`config.mk`:
```
export PLATFORM = sky130hd
export DESIGN_NAME = snake_move_ctrl
export DESIGN_NICKNAME = d
export VERILOG_FILES = /design/src/rtl/snake_pkg.sv /design/src/rtl/snake_body_ring.sv /design/src/rtl/snake_move_ctrl.sv
export SDC_FILE = /design/constraint.sdc
export NUM_CORES = 1
export LEC_CHECK = 0
export ABC_AREA = 1
export CORE_UTILIZATION = 55
export CTS_BUF_LIST = sky130_fd_sc_hd__clkbuf_8
export DETAILED_ROUTE_END_ITERATION = 7
export GPL_TIMING_DRIVEN = 1
export PLACE_DENSITY = 0.77
export SLEW_MARGIN = 20
export SYNTH_ARGS = -nofsm -noshare
export SYNTH_HDL_FRONTEND = slang
export SYNTH_HIERARCHICAL = 1
export SYNTH_SLANG_ARGS = --single-unit
```
`constraint.sdc`:
```
create_clock -name clk -period 2.4 [get_ports clk]
set_input_delay 0.6 -clock clk [delete_from_list [all_inputs] [get_ports clk]]
set_output_delay 0.6 -clock clk [all_outputs]
set_load 0.005 [all_outputs]
```
`src/rtl/snake_pkg.sv`:
```
// Shared types and helpers for the 8x8 snake game-tick sequencer.
// Coordinates: x selects the framebuffer row, y selects the bit (column) within it.
package snake_pkg;

  localparam int unsigned FB_ROWS          = 8;
  localparam int unsigned MAX_LEN_DEFAULT  = 16;
  localparam int unsigned INIT_LEN_DEFAULT = 3;

  typedef enum logic [1:0] {
    LEFT  = 2'b00,
    DOWN  = 2'b01,
    UP    = 2'b10,
    RIGHT = 2'b11
  } dir_t;

  typedef struct packed {
    logic [2:0] x;
    logic [2:0] y;
  } coord_t;

  typedef logic [2:0] state_t;

  localparam state_t ST_IDLE     = 3'd0;
  localparam state_t ST_CALC     = 3'd1;
  localparam state_t ST_CHECK    = 3'd2;
  localparam state_t ST_UPDATE   = 3'd3;
  localparam state_t ST_GAMEOVER = 3'd4;

  // The encoding pairs opposites as bitwise complements.
  function automatic dir_t opposite(input dir_t d);
    return dir_t'(~d);
  endfunction

  // One step in direction d; 3-bit arithmetic wraps at the walls.
  function automatic coord_t step_coord(input coord_t c, input dir_t d);
    coord_t n;
    n = c;
    case (d)
      RIGHT:   n.x = c.x + 3'd1;
      LEFT:    n.x = c.x - 3'd1;
      DOWN:    n.y = c.y - 3'd1;
      UP:      n.y = c.y + 3'd1;
      default: n = c;
    endcase
    return n;
  endfunction

  // Reset image of one framebuffer row: body laid along y=0, x=0..init_len-1.
  function automatic logic [7:0] init_fb_row(input int unsigned row, input int unsigned init_len);
    logic [7:0] v;
    v = '0;
    for (int unsigned i = 0; i < init_len; i++) begin
      if ((i % FB_ROWS) == row) v[0] = 1'b1;
    end
    return v;
  endfunction

endpackage

```
`src/rtl/snake_body_ring.sv`:
```
// Ring buffer of body coordinates, tail at tail_ptr, head at head_ptr.
// Push and pop may occur in the same cycle; the reset image is the initial straight body.
module snake_body_ring
  import snake_pkg::*;
#(
  parameter int unsigned MAX_LEN  = MAX_LEN_DEFAULT,
  parameter int unsigned INIT_LEN = INIT_LEN_DEFAULT
) (
  input  logic       clk,
  input  logic       clear_n,
  input  logic       push,
  input  logic       pop,
  input  coord_t     push_data,
  output coord_t     head,
  output coord_t     tail,
  output logic [6:0] count
);

  localparam int unsigned PW = $clog2(MAX_LEN);

  coord_t          mem_q [MAX_LEN];
  logic [PW-1:0]   head_ptr_q;
  logic [PW-1:0]   tail_ptr_q;
  logic [6:0]      count_q;
  logic [PW-1:0]   wr_ptr;

  assign wr_ptr = head_ptr_q + PW'(1);

  always_ff @(posedge clk or negedge clear_n) begin
    if (!clear_n) begin
      for (int unsigned i = 0; i < MAX_LEN; i++) begin
        mem_q[i] <= (i < INIT_LEN) ? coord_t'{x: 3'(i), y: 3'd0} : coord_t'('0);
      end
      head_ptr_q <= PW'(INIT_LEN - 1);
      tail_ptr_q <= '0;
      count_q    <= 7'(INIT_LEN);
    end else begin
      if (push) begin
        mem_q[wr_ptr] <= push_data;
        head_ptr_q    <= wr_ptr;
      end
      if (pop) tail_ptr_q <= tail_ptr_q + PW'(1);
      count_q <= count_q + 7'(push) - 7'(pop);
    end
  end

  assign head  = mem_q[head_ptr_q];
  assign tail  = mem_q[tail_ptr_q];
  assign count = count_q;

endmodule

```
`src/rtl/snake_move_ctrl.sv`:
```
// Game-tick sequencer: latches direction, computes the wrapped next head, checks collision,
// then updates the body ring and the 8x8 framebuffer served to the row scanner.
module snake_move_ctrl
  import snake_pkg::*;
#(
  parameter int unsigned MAX_LEN  = MAX_LEN_DEFAULT,
  parameter int unsigned INIT_LEN = INIT_LEN_DEFAULT
) (
  input  logic       clk,
  input  logic       clear_n,
  input  logic       move_tick,
  input  logic [3:0] direction,
  input  logic       grow,
  input  logic [2:0] row_sel,
  output logic [7:0] row_data,
  output logic [2:0] head_x,
  output logic [2:0] head_y,
  output logic [6:0] length,
  output logic       busy,
  output logic       move_done,
  output logic       game_over
);

  state_t     state_q, state_d;
  dir_t       dir_q, dir_d;
  dir_t       req_dir;
  logic       req_vld;
  logic       pend_q, pend_d;
  coord_t     next_q;
  logic       eat_q;
  logic [7:0] fb_q [FB_ROWS];
  logic [7:0] row_data_q;
  logic       move_done_q;
  logic       game_over_q;

  coord_t     ring_head, ring_tail;
  logic [6:0] ring_count;
  logic       ring_push, ring_pop;

  logic       eat, hit, tail_chase, collide;

  snake_body_ring #(
    .MAX_LEN  (MAX_LEN),
    .INIT_LEN (INIT_LEN)
  ) u_ring (
    .clk       (clk),
    .clear_n   (clear_n),
    .push      (ring_push),
    .pop       (ring_pop),
    .push_data (next_q),
    .head      (ring_head),
    .tail      (ring_tail),
    .count     (ring_count)
  );

  // Button priority right > left > down > up; a reversal request is dropped, not demoted.
  always_comb begin
    req_vld = 1'b1;
    req_dir = RIGHT;
    if (direction[3])      req_dir = RIGHT;
    else if (direction[0]) req_dir = LEFT;
    else if (direction[1]) req_dir = DOWN;
    else if (direction[2]) req_dir = UP;
    else                   req_vld = 1'b0;

    dir_d = dir_q;
    if (state_q == ST_IDLE && req_vld && req_dir != opposite(dir_q)) dir_d = req_dir;
  end

  // Moving onto the tail cell is legal only when the tail vacates it this move.
  always_comb begin
    eat        = pend_q && (ring_count < 7'(MAX_LEN));
    hit        = fb_q[next_q.x][next_q.y];
    tail_chase = (next_q == ring_tail) && !eat;
    collide    = hit && !tail_chase;
  end

  always_comb begin
    state_d = state_q;
    case (state_q)
      ST_IDLE:     if (move_tick) state_d = ST_CALC;
      ST_CALC:     state_d = ST_CHECK;
      ST_CHECK:    state_d = collide ? ST_GAMEOVER : ST_UPDATE;
      ST_UPDATE:   state_d = ST_IDLE;
      ST_GAMEOVER: state_d = ST_GAMEOVER;
      default:     state_d = ST_IDLE;
    endcase
  end

  always_comb begin
    pend_d = pend_q;
    if (state_q == ST_UPDATE) pend_d = 1'b0;
    if (grow) pend_d = 1'b1;
  end

  assign ring_push = (state_q == ST_UPDATE);
  assign ring_pop  = (state_q == ST_UPDATE) && !eat_q;

  always_ff @(posedge clk or negedge clear_n) begin
    if (!clear_n) begin
      state_q     <= ST_IDLE;
      dir_q       <= RIGHT;
      pend_q      <= 1'b0;
      next_q      <= '0;
      eat_q       <= 1'b0;
      move_done_q <= 1'b0;
      game_over_q <= 1'b0;
    end else begin
      state_q     <= state_d;
      dir_q       <= dir_d;
      pend_q      <= pend_d;
      move_done_q <= (state_q == ST_UPDATE);
      if (state_q == ST_CALC)  next_q <= step_coord(ring_head, dir_q);
      if (state_q == ST_CHECK) begin
        eat_q <= eat;
        if (collide) game_over_q <= 1'b1;
      end
    end
  end

  // Framebuffer: tail erase then head draw, so the draw wins when both hit one cell.
  always_ff @(posedge clk or negedge clear_n) begin
    if (!clear_n) begin
      for (int unsigned r = 0; r < FB_ROWS; r++) fb_q[r] <= init_fb_row(r, INIT_LEN);
      row_data_q <= ~init_fb_row(0, INIT_LEN);
    end else begin
      if (state_q == ST_UPDATE) begin
        if (!eat_q) fb_q[ring_tail.x][ring_tail.y] <= 1'b0;
        fb_q[next_q.x][next_q.y] <= 1'b1;
      end
      row_data_q <= ~fb_q[row_sel];
    end
  end

  assign row_data  = row_data_q;
  assign head_x    = ring_head.x;
  assign head_y    = ring_head.y;
  assign length    = ring_count;
  assign busy      = (state_q == ST_CALC) || (state_q == ST_CHECK) || (state_q == ST_UPDATE);
  assign move_done = move_done_q;
  assign game_over = game_over_q;

endmodule
```
After elaboration in Yosys (flattened, before gate mapping)
Cells that the tools add are included.

cells by class
  $add $sub $neg = 8
  $lt $le $gt $ge = 14
  equality and inequality tests = 10
  mux-type cells = 42
  bitwise logic cells = 11
  reductions and logical operators = 20

operators with widths
  cell                 count
  $mux 64              2
  $bwmux 96            1
  $and 64x64->64       1
  $not 64->64          1
  $or 64x64->64        1
  $bmux 6 s4           2
  $bmux 8 s3           2
  $demux 8 s3          2
  $mux 8               6
  $mux 6               5
  $demux 6 s4          1
  $ge 5x5->1 const B   3
  $not 4->5            3
  $ge 4x4->1 const B   3
  $not 3->4            3
  $pmux 3 s2           2
  $pmux 3 s4           1
  $logic_and 1x1->1    11
  $mux 1               10
  $add 4x1->4 const B  2
  $lt 3x4->1 const B   2
  $lt 4x1->1 const B   2
  $not 8->8            1
  $add 7x1->7          1
  other kinds (25)     37

word-level totals
  bits in registers = 198
  input port bits = 11
  output and inout bits = 24
  word-level logic and storage cells = 157

Depth between registers and ports, before layout
  depth in word-level cells = 15
  depth in mapped cells = 16

Cells and area by module
The synthesis kept the hierarchy.

modules (own cells, without submodules)
  module           instances  cells each  area an instance (um2)
  snake_body_ring  1          1047        6986.7
  snake_move_ctrl  1          679         4986.0

Least setup slack after synthesis
OpenSTA, ideal clock, no wires.

  path kind = reg2reg
  start point = register u_ring.head_ptr_q[1]
  end point = register next_q[2] in the netlist's numbering
  arrival time = 2.473 ns
  required time = 2.268 ns
  path slack = -0.205 ns
  stages on the path, launching flop included = 13
  period minus slack after synthesis = 2.605 ns
  cell sequence = dfstp_2 -> buf_2 -> clkinv_1 -> buf_1 -> nand3_1 -> nand3_1 -> nand3_1 -> nand2_1 -> fa_1 -> or2_2 -> nand3_1 -> xor2_1 -> o21ai_0

on the way
  longest elaborated chain between the ends = 6
  elaborated cells on any way between the ends = 7
  those cells by class = 2 x add/sub; 4 x mux; 1 x bitwise

ends and longest elaborated chain
  item                                          RTL line                          text
  start, declared                               snake_body_ring.sv:22             logic [PW-1:0] head_ptr_q;
  start signal, assigned                        snake_body_ring.sv:34             head_ptr_q <= PW'(INIT_LEN - 1);
  start signal, assigned                        snake_body_ring.sv:40             head_ptr_q <= wr_ptr;
  $not 4->5 (not written as such) *             snake_body_ring.sv:47             assign head = mem_q[head_ptr_q];
  $bmux 6 s4 *                                  snake_body_ring.sv:47
  $mux 6 (not written as such) * (2 in series)  snake_body_ring.sv:47
  net head_y[0]                                 snake_move_ctrl.sv:17             output logic [2:0] head_y,
  $add 3x1->3 or $sub 3x1->3 (tied branches)    snake_pkg.sv:42, snake_pkg.sv:41
  $pmux 3 s2 *                                  snake_pkg.sv:38                   case (d)
  end signal, assigned                          snake_move_ctrl.sv:113            if (state_q == ST_CALC) next_q <= step_coord(ring_head, dir_q);
  end, declared                                 snake_move_ctrl.sv:29             coord_t next_q;

The timed path passes the listed nets; every way through them passes the cells marked *. The select of a mux whose other input is x is not followed.
A chain may end at the register's enable or synchronous reset.

Final worst setup path
  start point = register u_ring.head_ptr_q[0]
  end point = output port head_x[0]

on the way
  longest elaborated chain between the ends = 4

ends and longest elaborated chain
  item                                        RTL line               text
  $not 4->5 (not written as such)             snake_body_ring.sv:47
  $bmux 6 s4                                  snake_body_ring.sv:47
  $mux 6 (not written as such) (2 in series)  snake_body_ring.sv:47
  end, declared                               snake_move_ctrl.sv:16  output logic [2:0] head_x,

No other way between the ends. The select of a mux whose other input is x is not followed.

==> metrics.cfg <==
[global_route]
grt_pass1_wl_um = 62400
grt.total_usage = 0.366
grt_pass1_vias = 11800
grt_overflow = 0
antenna_found_initial = 0
grt_max_degree = 66

[hold_path]
hold_class = in -> async

[clock_tree]
cts_made_buffers = 17
cts.sinks = 198
holdBufCountCts = 0
tritoncts = yes
clkLatencyLatePin_ns = 0.48
clockRootBuffer = clkbuf_8
htreeDepth = 4
clkTransAtPathRegs_ns = 0.11
cts.path.max_buffers = 2

[final_layout]
layout_commonest_cell = nand2_1
drive_gt1_frac = 0.155
fillerInstances = 1840
layout_common_cells = nand2_1 (543), nand3_1 (264), inv_1 (203)
syn_to_final_growth_pct = 18.0
final_util = 0.668
nNetsFinal = 1825
n_antenna_cell = 0
final_area_um2 = 14100

[yosys]
synth_nets = 1755
ys_ff_latch = 198
yosysSeqAreaShare = 0.416
yosys.area.top_type = dfrtp_1
synth_area_um2 = 12000
ys_warn_count = 6
syn_area_per_cell_um2 = 6.94
syn_inst = 1726
synth_cell_type_count = 37
synth_top_area_frac = 0.378
synthTopCellsByArea = dfrtp_1 (38%), nand2_1 (18%), nand3_1 (13%)

[outcome]
status = complete, but fails checks
failed_checks = setup timing

[floorplan]
pin_count = 35
fp.dieW_um = 150
die_y_um = 150
dieArea_um2 = 22400
row_count = 53
start_util = 0.566
core_um2 = 21200

[pwr]
power_frac_seq = 0.254
vdd_drop_max_mv = 0.671
p_clk_frac = 0.102
switchingPower_w = 0.0105
p_int_w = 0.0102
p_leak_nw = 7.18
swShare = 0.506
combPwrFrac = 0.644
powerDensity_nw_per_um2 = 1460

[placement]
place_area_um2 = 12900
pre_cts_ws_ns = -0.0387
port_buffers = 34
place.gp.congestion = 0.986
dpl.hpwl_um = 26800

[critical_path]
worstSetupPathType = reg -> out
crit_required_ns = 1.80
r2r-end = next_q[2]
r2r-start = u_ring/head_ptr_q[0]
cp_max_fo = 6
start_kind = flip-flop
reg2reg_slack_ns = 0.02
reg2reg_depth = 13
crit_arrival_ns = 1.90
critPathCaptureType = primary output

[drt]
drc = 0
vias_per_cell = 5.95
drtPass1Iterations = 6
drt-initial-drc-count = 1233
postRouteAntennaNets = 0
wl_um = 40200
wl_per_cell_um = 19.3
num_vias = 12400

[timing]
setup_viol = 6
timing.fmax_mhz = 399
tightest_slew_ns = 0.626
drv_slew = 0
hold_ws_ns = 0.0876
hold_viol_final = 0
fin_skew_ns = 0.0196
maxSlewHeadroom = 0.582
grt_setup_unrepaired = true
finalCritPeriodShare = 1.04
period_needed_ns = 2.50
fin_ws_ns = -0.105

[flow_run]
max-cap-violations = 0

[how the worst max path moves through the flow]
stage | cells after the start | to | start
after global placement | 7 | head_x[0] | u_ring/head_ptr_q[1]
after CTS | 8 | head_x[0] | u_ring/head_ptr_q[1]
final | 8 | head_x[0] | u_ring/head_ptr_q[0]
after floorplan | 12 | next_q[2] | u_ring/head_ptr_q[1]
after global routing | 8 | head_x[0] | u_ring/head_ptr_q[0]
after detailed placement | 12 | next_q[4] | u_ring/head_ptr_q[1]
[synth_stat cells]
| cell | number |
|---|---|
| nand4_1 | 10 |
| nor3_2 | 1 |
| clkbuf_2 | 5 |
| nand2_1 | 569 |
| nand3_1 | 313 |
| o21bai_1 | 1 |
| buf_1 | 5 |
| inv_2 | 9 |
| xnor2_4 | 1 |
| nor3_1 | 10 |
| buf_2 | 28 |
| nor2_1 | 32 |
| a21oi_1 | 41 |
| a21oi_2 | 1 |
| nand2b_1 | 2 |
| nor2_2 | 2 |
| clkinv_1 | 1 |
| o22ai_1 | 2 |
| or2_2 | 2 |
| fa_1 | 3 |
| o21a_1 | 1 |
| a31oi_1 | 8 |
| nor4_1 | 2 |
| buf_4 | 3 |
| xnor2_1 | 3 |
| nor2_4 | 4 |
| o211ai_1 | 2 |
| inv_1 | 208 |
| clkbuf_1 | 40 |
| o32ai_1 | 4 |
| dfstp_2 | 17 |
| ha_1 | 15 |
| dfrtp_1 | 181 |
| o21ai_0 | 162 |
| xor2_1 | 15 |
| buf_6 | 13 |
| o21ai_1 | 10 |
[sequential cells by signal (all words and copies together) (netlist names), 2 cells and up]
| name | flops |
|---|---|
| next_q | 6 |
| dir_q | 2 |
| fb_q | 64 |
| u_ring/count | 7 |
| state_q | 3 |
| row_data | 8 |
| u_ring/head_ptr_q | 4 |
| u_ring/tail_ptr_q | 4 |
| u_ring/mem_q | 96 |
[power by group through the flow]
stage,registers [W],clock network [W],logic [W]
2_1_floorplan,0.00501,0,0.00714
3_3_place_gp,0.00522,0,0.0110
3_5_place_dp,0.00526,0,0.0112
4_1_cts,0.00522,0.00212,0.0122
5_1_grt,0.00538,0.00226,0.0143
6_report,0.00525,0.00211,0.0133
[kinds of logic (layout without fill, tap and decap cells)]
family | Yosys count | count (layout) | share of synthesized area
AO/OA/AOI/OAI | 232 | 232 | 0.100
XOR/XNOR | 19 | 19 | 0.0155
AND/OR/NAND/NOR | 947 | 949 | 0.337
buffers and inverters | 312 | 393 | 0.110
flip-flops | 198 | 198 | 0.416
adder cells (fa/ha/maj) | 18 | 18 | 0.0207
[cell type report]
type / instances / area, µm² / area share
multi-input cells: 1218 / 6080 / 0.431
clock inverters: 14 / 120 / 0.00851
clock buffers: 18 / 248 / 0.0175
inverters: 218 / 827 / 0.0586
well taps: 275 / 344 / 0.0244
repair buffers: 143 / 1520 / 0.108
flip-flops and latches: 198 / 4980 / 0.353
[worst max-delay path, stage by stage, from the launching register on]
cell and delay (ns):
dfrtp_2 0.51, buf_12 0.17, buf_16 0.15, nand2_1 0.09
nand3_2 0.10, nand3_2 0.09, nand3_2 0.08, nand2_2 0.11
buf_2 0.12
[what timing repair did]
item / CTS / global route
endpoints found under the setup margin: 10 / 143
gates cloned: 8 / 5
resized for setup: 94 / 62
pin swaps: 25 / 25
buffers inserted: 15 / 6
[per-stage QoR]
stage	std cells	setup TNS, ns	power, W
2_1_floorplan	1726	0	0.0122
3_3_place_gp	2021	0	0.0162
3_5_place_dp	2021	-0.0487	0.0164
4_1_cts	2075	-0.228	0.0195
5_1_grt	2084	-0.891	0.0219
6_report	2084	-0.347	0.0207
[metal layers]
layer	share of wire	global-route usage	vias up
met5	0	0	-
li1	-	-	5678
met4	0.057	0.195	0
met3	0.088	0.0652	180
met1	0.39	0.468	5813
met2	0.47	0.588	724
Power figures use the tool's default switching activity.
